File: src/rtl/hls_deadlock_df_monitor.sv
// Dataflow-region deadlock monitor: flags a debounced all-processes-stopped condition with an AXIS stall in it.
// block is registered and rises DEBOUNCE cycles after the condition starts; observation only, so no backpressure.
module hls_deadlock_df_monitor #(
  parameter int NUM_PROC = 5,
  parameter int NUM_AXIS = 5,
  parameter logic [NUM_PROC*NUM_AXIS-1:0] AXIS_MAP = '1,
  parameter int DEBOUNCE = 1,
  parameter int CNT_W = 32,
  parameter int IDX_W = (NUM_PROC > 1) ? $clog2(NUM_PROC) : 1
) (
  input  logic                clock,
  input  logic                reset,
  input  logic                enable,
  input  logic                clear,
  input  logic [NUM_AXIS-1:0] axis_block_sigs,
  input  logic [NUM_PROC-1:0] proc_idle_sigs,
  input  logic [NUM_PROC-1:0] proc_chan_block_sigs,
  input  logic [NUM_PROC-1:0] sub_block_sigs,
  output logic                block,
  output logic                block_sticky,
  output logic [IDX_W-1:0]    first_proc_idx,
  output logic [CNT_W-1:0]    stall_cycles,
  output logic [CNT_W-1:0]    event_count
);

  localparam int RUN_W = $clog2(DEBOUNCE + 1);

  typedef enum logic [1:0] {IDLE, ARMING, BLOCKED} state_t;

  state_t             state;
  logic [RUN_W-1:0]   run_cnt;
  logic [NUM_PROC-1:0] axis_hit;
  logic [NUM_PROC-1:0] stop;
  logic               cond;
  logic               enter;
  logic [IDX_W-1:0]   low_idx;

  // A process counts as AXIS-blocked only if its child monitor also reports blocked.
  always_comb begin
    axis_hit = '0;
    for (int i = 0; i < NUM_PROC; i++) begin
      axis_hit[i] = sub_block_sigs[i] & (|(axis_block_sigs & AXIS_MAP[i*NUM_AXIS +: NUM_AXIS]));
    end
    stop = proc_idle_sigs | proc_chan_block_sigs | axis_hit;
    cond = enable & (|axis_hit) & (&stop);
  end

  always_comb begin
    low_idx = '0;
    for (int i = NUM_PROC - 1; i >= 0; i--) begin
      if (axis_hit[i]) low_idx = IDX_W'(i);
    end
  end

  always_comb begin
    enter = 1'b0;
    if (cond) begin
      if (state == IDLE)   enter = (DEBOUNCE == 1);
      if (state == ARMING) enter = (run_cnt == RUN_W'(DEBOUNCE - 1));
    end
  end

  always_ff @(posedge clock) begin
    if (reset) begin
      state          <= IDLE;
      run_cnt        <= '0;
      block          <= 1'b0;
      block_sticky   <= 1'b0;
      first_proc_idx <= '0;
      stall_cycles   <= '0;
      event_count    <= '0;
    end else begin
      case (state)
        IDLE: begin
          if (cond) begin
            run_cnt <= RUN_W'(1);
            state   <= (DEBOUNCE == 1) ? BLOCKED : ARMING;
          end
        end
        ARMING: begin
          if (!cond) begin
            state   <= IDLE;
            run_cnt <= '0;
          end else if (enter) begin
            state <= BLOCKED;
          end else begin
            run_cnt <= run_cnt + 1'b1;
          end
        end
        BLOCKED: begin
          if (!cond) begin
            state   <= IDLE;
            run_cnt <= '0;
          end
        end
        default: begin
          state   <= IDLE;
          run_cnt <= '0;
        end
      endcase

      block <= enter | ((state == BLOCKED) & cond);

      if (clear) begin
        block_sticky   <= 1'b0;
        first_proc_idx <= '0;
        stall_cycles   <= '0;
        event_count    <= '0;
      end else if (block && !(&stall_cycles)) begin
        stall_cycles <= stall_cycles + 1'b1;
      end

      // A BLOCKED entry in the same cycle as clear takes priority over the clear.
      if (enter) begin
        if (clear)               event_count <= CNT_W'(1);
        else if (!(&event_count)) event_count <= event_count + 1'b1;
        if (clear || !block_sticky) begin
          block_sticky   <= 1'b1;
          first_proc_idx <= low_idx;
        end
      end
    end
  end

endmodule
File: config.mk
export PLATFORM = sky130hd
export DESIGN_NAME = hls_deadlock_df_monitor
export DESIGN_NICKNAME = d
export VERILOG_FILES = /design/src/rtl/hls_deadlock_df_monitor.sv
export SDC_FILE = /design/constraint.sdc
export NUM_CORES = 1
export LEC_CHECK = 0
export ABC_CLOCK_PERIOD_IN_PS = 4850
export CORE_MARGIN = 2
export CORE_UTILIZATION = 45
export CTS_CLUSTER_DIAMETER = 120
export DETAILED_ROUTE_END_ITERATION = 8
export HOLD_SLACK_MARGIN = 0.06
export PLACE_DENSITY_LB_ADDON = 0.08
export RECOVER_POWER = 25
export SYNTH_ARGS = -nofsm -noshare
export SYNTH_HDL_FRONTEND = slang
export SYNTH_SLANG_ARGS = --single-unit
File: constraint.sdc
create_clock -name clock -period 4.85 [get_ports clock]
set_input_delay 0.485 -clock clock [delete_from_list [all_inputs] [get_ports clock]]
set_output_delay 0.485 -clock clock [all_outputs]
set_load 0.02 [all_outputs]
# Word level (Yosys, flattened, before mapping)
# Cells that the tools add are included.
dict set report classes {
  n_reduce_logical 13
  n_mux 28
  addsub 3
  bitwise 12
  n_eq_ne 6
}
# cell count
set ops {}
lappend ops {{32-bit two-way mux} 4}
lappend ops {{32-bit by 1-bit adder with 32-bit output, second input constant} 2}
lappend ops {{32-bit AND reduction} 2}
lappend ops {{3-bit two-way mux} 8}
lappend ops {{1-bit two-way mux} 10}
lappend ops {{5-bit bitwise OR} 2}
lappend ops {{5-bit OR reduction} 2}
lappend ops {{1-bit AND} 8}
lappend ops {{2-bit two-way mux} 4}
lappend ops {{3-bit inequality test, second input constant} 2}
lappend ops {{2-bit case mux with 3 select lines} 1}
lappend ops {{3-bit AND reduction} 2}
lappend ops {{5-bit AND reduction} 1}
lappend ops {{2-bit inequality test, second input constant} 2}
lappend ops {{1-bit case mux with 3 select lines} 1}
lappend ops {{2-bit by 1-bit equality test with 1-bit output, second input constant} 1}
lappend ops {{2-bit equality test, second input constant} 1}
lappend ops {{1-bit logical NOT} 2}
lappend ops {{2-bit logical NOT} 1}
lappend ops {{2-bit OR reduction} 1}
lappend ops {{1-bit adder, second input constant} 1}
lappend ops {{1-bit logical AND} 1}
lappend ops {{1-bit logical OR} 1}
lappend ops {{1-bit inverter} 1}
lappend ops {{1-bit bitwise OR} 1}
dict set report totals {
  out_inout_bits 69
  elab_cells 69
  input_bits 24
  register_bits 72
}

# Depth between registers and ports, before layout
# Gate-level depths: netlist of run 1.
dict set report depth {
  word_depth 9
  mapped_depth 11
  mapped_depth_nobuf 10
}

# Worst setup path after synthesis of run 1
# Ideal clock, no wire load.
dict set report synth_path {
  path_type {in2reg}
  from {input axis_block_sigs[1]}
  to {register event_count[14]}
  path_stages 11
  setup_time_ns 0.116
  setup_slack_ns 2.192
  t_required_ns 4.734
  arrival_ns 2.542
  n_path_buf 1
  cell_sequence {nor3_1 > nand2_1 > a211oi_1 > nor3_1 > and4_1 > ha_1 > clkbuf_1 > inv_1 > a211oi_1 > a31oi_1 > a41o_2}
}
dict set report synth_via {
  elab_chain_len 7
  word_cells_on_any_way 13
  classes_between {mux: 2; bitwise: 8; reduce/logical: 3}
}
# item line
set synth_rtl {}
lappend synth_rtl {{start: declaration} 15} ;# input logic [NUM_AXIS-1:0] axis_block_sigs,
lappend synth_rtl {{5-bit OR reduction (*)} 42} ;# axis_hit[i] = sub_block_sigs[i] & (|(axis_block_sigs & AXIS_MAP[i*NUM_AXIS +: NUM_AXIS]));
lappend synth_rtl {{1-bit AND} 42}
lappend synth_rtl {{5-bit OR reduction or 5-bit bitwise OR (tied branches)} {45, 44}}
lappend synth_rtl {{1-bit AND or 5-bit AND reduction (tied branches)} 45} ;# cond = enable & (|axis_hit) & (&stop);
lappend synth_rtl {{1-bit AND (*)} 45}
lappend synth_rtl {{1-bit two-way mux (*)} 57} ;# if (cond) begin
lappend synth_rtl {{32-bit two-way mux (*)} 114} ;# if (enter) begin
lappend synth_rtl {{end signal: assignment} 116} ;# else if (!(&event_count)) event_count <= event_count + 1'b1;
lappend synth_rtl {{end: declaration} 23} ;# output logic [CNT_W-1:0] event_count
# Mark *: on every way between the ends. The rest lies on a longest branch, timed or not.
# A chain may end at the register's enable or synchronous reset.

# Final worst setup path of run 1
dict set report layout_path {
  from {input axis_block_sigs[0]}
  to {register event_count[14]}
}
# Same word-level chain as after synthesis.

==> results_dict.tcl, run 1 <==
set metrics [dict create \
    status "complete, no violations" \
    grt_max_degree 55 \
    ff2ff_path_depth 6 \
    drive_above_1_share_pct 6.379 \
    start_util_pct 45.92 \
    final_common_cell "dfxtp_1" \
    num_vias 3756 \
    max_stage_delay_ns 0.53 \
    ys_async_sr_fraction_pct 0 \
    coreArea_um2 8134 \
    syn-num-nets 477 \
    ir_worst_vdd_mv 0.1540 \
    worstHoldPathType "reg -> reg" \
    fmax_mhz 327.8 \
    routed_wl_um 9586 \
    synth_area_um2 3735 \
    final-max-slew-violation-count 0 \
    fin_setup_tns_ns 0 \
    clk_latency_ns 0.34 \
    finalSetupViolCount 0 \
    syn-instance-count 449 \
    firstDrtPassIters 4 \
    nets 557 \
    min_period_ns 3.051 \
    cap_viol_max_count 0 \
    rrSetupSlack_ns 2.10 \
    port_buffers 92 \
    synth_top_family_by_area "simple AND/OR/NAND/NOR gates" \
    final_cell_mix "70 x dfxtp_1, 58 x clkdlybuf4s50_1, 43 x nand2_1" \
    worstSetupPathType "in -> reg" \
    drtIter0Drc 198 \
    p_leak_nw 1.621 \
    wire_per_inst_um 15.03 \
    cp_cell_sequence "clkdlybuf4s50_1 -> nor3_1 -> nand2_1 -> a211oi_1 -> nor3_1 -> and4_1 -> ha_1 -> inv_1 -> a211oi_1 -> a31oi_1 -> a41o_2" \
    ys_warn_count 0 \
    critPathTopFamily "compound AO/OA/AOI/OAI gates" \
    path_max_fanout 14 \
    drc 0 \
    min_from "first_proc_idx[2]" \
    totalPowerFinal_mw 1.089 \
    synthAdderAreaFrac_pct 1.340 \
    ys_seq_elements 70 \
    antenna_cells 0 \
    area.growth.synth_to_final_pct 28.21 \
    cpMaxStageDelayCell "ha_1" \
    rsz0062_at_grt "no" \
    clkSinkCount 70 \
    syn_avg_cell_area_um2 8.318 \
    gp_congestion 0.7818 \
    worstMarginPinSlew_ns 1.124 \
    synth_edf_count 0 \
    cts_tree "done" \
    ant_nets 0 \
    grt_pass1_wl_um 15810 \
    relSlewSlack_pct 25.09 \
    cts.path.max_buffers 2 \
    rr_startpoint "event_count[0]" \
    htreeDepth 3 \
    fp-row-count 33 \
    synth.area.mux_share_pct 0.8040 \
    boundaryPins 93 \
    antenna_found_initial 0 \
    synth-simple-area-share_pct 30.95 \
    hpwlAfterDp_um 6687 \
    reg2reg_to "event_count[16]" \
    die_w_um 95.10 \
    synth_compound_area_share_pct 21.84 \
    ys_seq_area_share_pct 37.52 \
    dieArea_um2 9044 \
    cts_root_buf "clkbuf_8" \
    finalHoldViolations 0 \
    cts_buffers 9 \
    start_kind "input port" \
    hold_end "first_proc_idx[2]" \
    min_path_cells 2 \
    cts_resized 0 \
    path_depth 11 \
    setup_slack_ns 1.799 \
    place_ws_ns 1.435 \
    synth_cell_types 61 \
    endpoint_kind "flip-flop" \
    die_y_um 95.10 \
    period_share_pct 62.91 \
    cts_hold_buffers 0 \
    synth-xor-area-share_pct 2.580 \
    p_per_area_nw_per_um2 227.5 \
    routed_via_density 5.887 \
    cp_num_buf_inv 2 \
    track_usage_pct 21.85 \
    path_clk_slew_ns 0.07 \
    place_inst 623 \
    postCtsSetupBuffers 0 \
    arrival_ns 3.29 \
    clock_skew_ns 0.01098 \
    cp.required_ns 5.09 \
    synthFlopType "dfxtp_1" \
    instances_no_fill 638 \
    grt_pass1_vias 3304 \
    grt-ovfl-total 0 \
]
## stage by stage
step / area, µm² / hold WS [ns] / utilization [%]
after floorplan: 3735 / 0.5068 / -
after global placement: 4639 / 0.4510 / 57.04
after detailed placement: 4639 / 0.4547 / 57.04
after CTS: 4788 / 0.4682 / 58.87
after global routing: 4788 / 0.4972 / 58.87
final: 4788 / 0.4661 / 58.87
## power by group
| part | switching (mW) | total [mW] | leakage (nW) | internal, mW |
|---|---|---|---|---|
| sequential | 0.0101 | 0.592 | 0.564 | 0.582 |
| combinational | 0.0616 | 0.106 | 0.979 | 0.0443 |
| clock | 0.209 | 0.391 | 0.0773 | 0.182 |
| total | 0.281 | 1.09 | 1.62 | 0.809 |
## worst max path at each step
stage                           end          startpoint  slack, ns
finish              event_count[14]  axis_block_sigs[0]       1.80
global route        event_count[14]  axis_block_sigs[1]       1.52
CTS                 event_count[14]  axis_block_sigs[0]       1.80
detailed placement  event_count[14]  axis_block_sigs[0]       1.43
global placement    event_count[14]  axis_block_sigs[0]       1.53
floorplan           event_count[14]  axis_block_sigs[1]       2.19
## layer usage
| metal | global-route usage, % | share of wire, % | up-vias |
|---|---|---|---|
| met5 | 0 | 0 | - |
| met4 | 7.729 | 1.4 | 0 |
| met3 | 5.138 | 7.0 | 10 |
| met2 | 33.51 | 44 | 104 |
| met1 | 29.99 | 48 | 1772 |
| li1 | - | - | 1870 |
## layout make-up
class	instances	area (µm²)
inverter	8	30.03
tap	105	131.4
sequential	70	1401
clock inverter	2	10.01
multi-input combinational	347	2148
clock buffer	13	138.9
fill	716	3346
timing repair buffer	93	928.4
## worst reg2reg max path, stage by stage (launching register included)
cell     delay, ns
dfxtp_1       0.47
ha_1          0.28
and4_1        0.39
nand4_2       0.45
o31ai_4       0.73
or4_1         0.20
a21oi_1       0.06
## flip-flops by register name, summed over array words and instances, names as in the netlist
name            flops
first_proc_idx      3
event_count        32
block_sticky        1
stall_cycles       32
block               1
run_cnt             1
## logic make-up (layout without fill, tap and decap cells)
kind of cell | count (synthesis) | after routing
adders and majority gates | 4 | 4
DFF | 70 | 70
xor gates and xnor gates | 11 | 11
and+or+nand+nor | 209 | 209
muxes | 3 | 3
buffers and inverters | 32 | 116
AOI/OAI and AO/OA | 120 | 120
## cell usage after synthesis, types with 7 or more instances
| master | instances | share of area (%) |
|---|---|---|
| and4_1 | 8 | 1.9 |
| buf_6 | 7 | 2.1 |
| o21ai_1 | 19 | 2.5 |
| inv_1 | 8 | 0.80 |
| clkbuf_1 | 11 | 1.1 |
| o21ai_0 | 16 | 2.1 |
| nor3_1 | 9 | 1.2 |
| a21oi_1 | 39 | 5.2 |
| or3_1 | 32 | 5.4 |
| nand4_1 | 18 | 3.0 |
| or4_1 | 8 | 1.6 |
| nand3_1 | 21 | 2.8 |
| dfxtp_1 | 70 | 38 |
| nor2_1 | 37 | 3.7 |
| nand2_1 | 43 | 4.3 |
| and3_1 | 7 | 1.2 |
(Power assumes the default switching activity.)
==> inputs of run 2 (changes only) <==
- ABC_CLOCK_PERIOD_IN_PS: 4850 -> 2600
- clock period: 4.85 -> 2.6 ns (I/O delays scaled with it)
==> run 2 against run 1 <==
First-iteration DRC count down 4.5%. Design area rose by 4.7%. Critical endpoint is now event_count[30]. Cell count up 4.1%. Flip-flop and latch count unchanged. Total power increased by 94%.
==> results_dict.tcl, run 2 (synthesis gave the netlist of run 1 again) <==
set metrics [dict create \
    status "complete, no violations" \
    min_path_cells 2 \
    cts_tree "done" \
    num_vias 3872 \
    dieArea_um2 9044 \
    antenna_found_initial 0 \
    multiInputGateArea_um2 2151 \
    clkSinkCount 70 \
    die_y_um 95.10 \
    arrival_ns 2.58 \
    rrSetupSlack_ns 0.31 \
    cp.required_ns 2.85 \
    coreArea_um2 8134 \
    largestRegisters "event_count (32), stall_cycles (32), first_proc_idx (3)" \
    place_ws_ns -0.2685 \
    fmax_mhz 428.8 \
    finalSetupViolCount 0 \
    ant_nets 0 \
    ir_worst_vdd_mv 0.2477 \
    cts_root_buf "clkbuf_8" \
    firstDrtPassIters 5 \
    drive_above_1_share_pct 11.63 \
    final_util_pct 61.64 \
    relSlewSlack_pct 55.34 \
    path_clk_slew_ns 0.07 \
    start_util_pct 45.92 \
    p_per_area_nw_per_um2 422.1 \
    switching_power_mw 0.5396 \
    die_w_um 95.10 \
    final_common_cell "dfxtp_1" \
    path_max_fanout 8 \
    setup_slack_ns 0.2681 \
    finalHoldViolations 0 \
    worstSetupPathType "in -> reg" \
    fin_setup_tns_ns 0 \
    boundaryPins 93 \
    grt_pass1_wl_um 15940 \
    min_period_ns 2.332 \
    area.growth.synth_to_final_pct 34.24 \
    p_int_mw 1.577 \
    p_seq_share_pct 52.0 \
    gp_congestion 0.7795 \
    hpwlAfterDp_um 7233 \
    port_buffers 92 \
    p_leak_nw 1.762 \
    grt-ovfl-total 0 \
    postCtsSetupBuffers 0 \
    fp-row-count 33 \
    start_kind "input port" \
    drc 0 \
    cap_viol_max_count 0 \
    p_clk_share_pct 36.7 \
    clk_latency_ns 0.35 \
    drtIter0Drc 189 \
    worstMarginPinSlew_ns 0.6699 \
    cts.path.max_buffers 2 \
    final_cell_mix "70 x dfxtp_1, 58 x clkdlybuf4s50_1, 43 x nand2_1" \
    grt_pass1_vias 3402 \
    antenna_cells 0 \
    grt_max_degree 31 \
    htreeDepth 3 \
    final-max-slew-violation-count 0 \
    wire_per_inst_um 14.91 \
    power_frac_comb_pct 11.2 \
    ff2ff_path_depth 6 \
    cts_buffers 9 \
    regArea_um2 1401 \
    routed_via_density 5.831 \
    routed_wl_um 9897 \
    period_share_pct 89.69 \
    clock_skew_ns 0.01007 \
    nFillCells 726 \
    worstHoldPathType "reg -> reg" \
    sw_frac_of_total_pct 25.50 \
    cts_hold_buffers 0 \
    endpoint_kind "flip-flop" \
    track_usage_pct 22.38 \
    rsz0062_at_grt "no" \
    nets 585 \
]
[run 2: cell count changes in the layout (fill, tap and decap cells not counted), sizes merged]
cell / delta
buf: +28
clkbuf: -2
[run 2: repair_timing]
| action | in CTS | in global routing |
|---|---|---|
| endpoints found under the hold margin | 0 | 0 |
| endpoints found under the setup margin | 0 | 13 |
| resized for setup | 0 | 1 |
[run 2: cell type report]
class	count	share of cell area [%]
timing repair buffer	121	22.71
clock buffer	11	3.020
clock inverter	2	0.1997
multi-input combinational	347	42.90
tap	105	2.620
sequential	70	27.95
inverter	8	0.5990
[run 2: routing by layer]
layer / GRT usage (%) / vias to the layer above / wire [µm]
met5: 0 / - / 0
met4: 7.367 / 0 / 137
met3: 5.613 / 10 / 562
met2: 34.04 / 100 / 4529
met1: 30.97 / 1841 / 4667
li1: - / 1921 / -
[run 2: worst paths after layout]
path / from / endpoint
hold / removal: first_proc_idx[2] / first_proc_idx[2]
setup / recovery: axis_block_sigs[1] / event_count[30]
setup reg to reg: event_count[27] / event_count[17]
hold reg to reg: first_proc_idx[2] / first_proc_idx[2]
[run 2: power groups by stage]
| stage | sequential, mW | combinational (mW) | clock [mW] |
|---|---|---|---|
| floorplan | 1.14 | 0.127 | 0 |
| global placement | 1.13 | 0.234 | 0 |
| detailed placement | 1.13 | 0.238 | 0 |
| CTS | 1.10 | 0.239 | 0.789 |
| global route | 1.10 | 0.260 | 0.842 |
| finish | 1.10 | 0.238 | 0.777 |
[run 2: metrics by stage]
stage	area, µm²	power, mW	std cells	hold WS (ns)
5_1_grt	5014	2.205	664	0.5067
4_1_cts	5011	2.129	664	0.4720
3_5_place_dp	4850	1.364	651	0.4604
2_1_floorplan	3735	1.262	449	0.5022
6_report	5014	2.116	664	0.4638
3_3_place_gp	4850	1.360	651	0.4573
[run 2: critical path, cell delays in order]
cell	delay, ns
clkdlybuf4s50_1	0.46
nor3_1	0.05
nand2_1	0.16
a211oi_1	0.10
nor3_1	0.17
and4_1	0.24
ha_2	0.31
inv_1	0.15
nor3_1	0.30
a31oi_1	0.13
a41o_2	0.24
==> inputs of run 3 (changes only) <==
- HOLD_SLACK_MARGIN: 0.06 -> 0.1
==> results of run 3 <==
Final layout, timing and power as in run 2 (identical DEF).
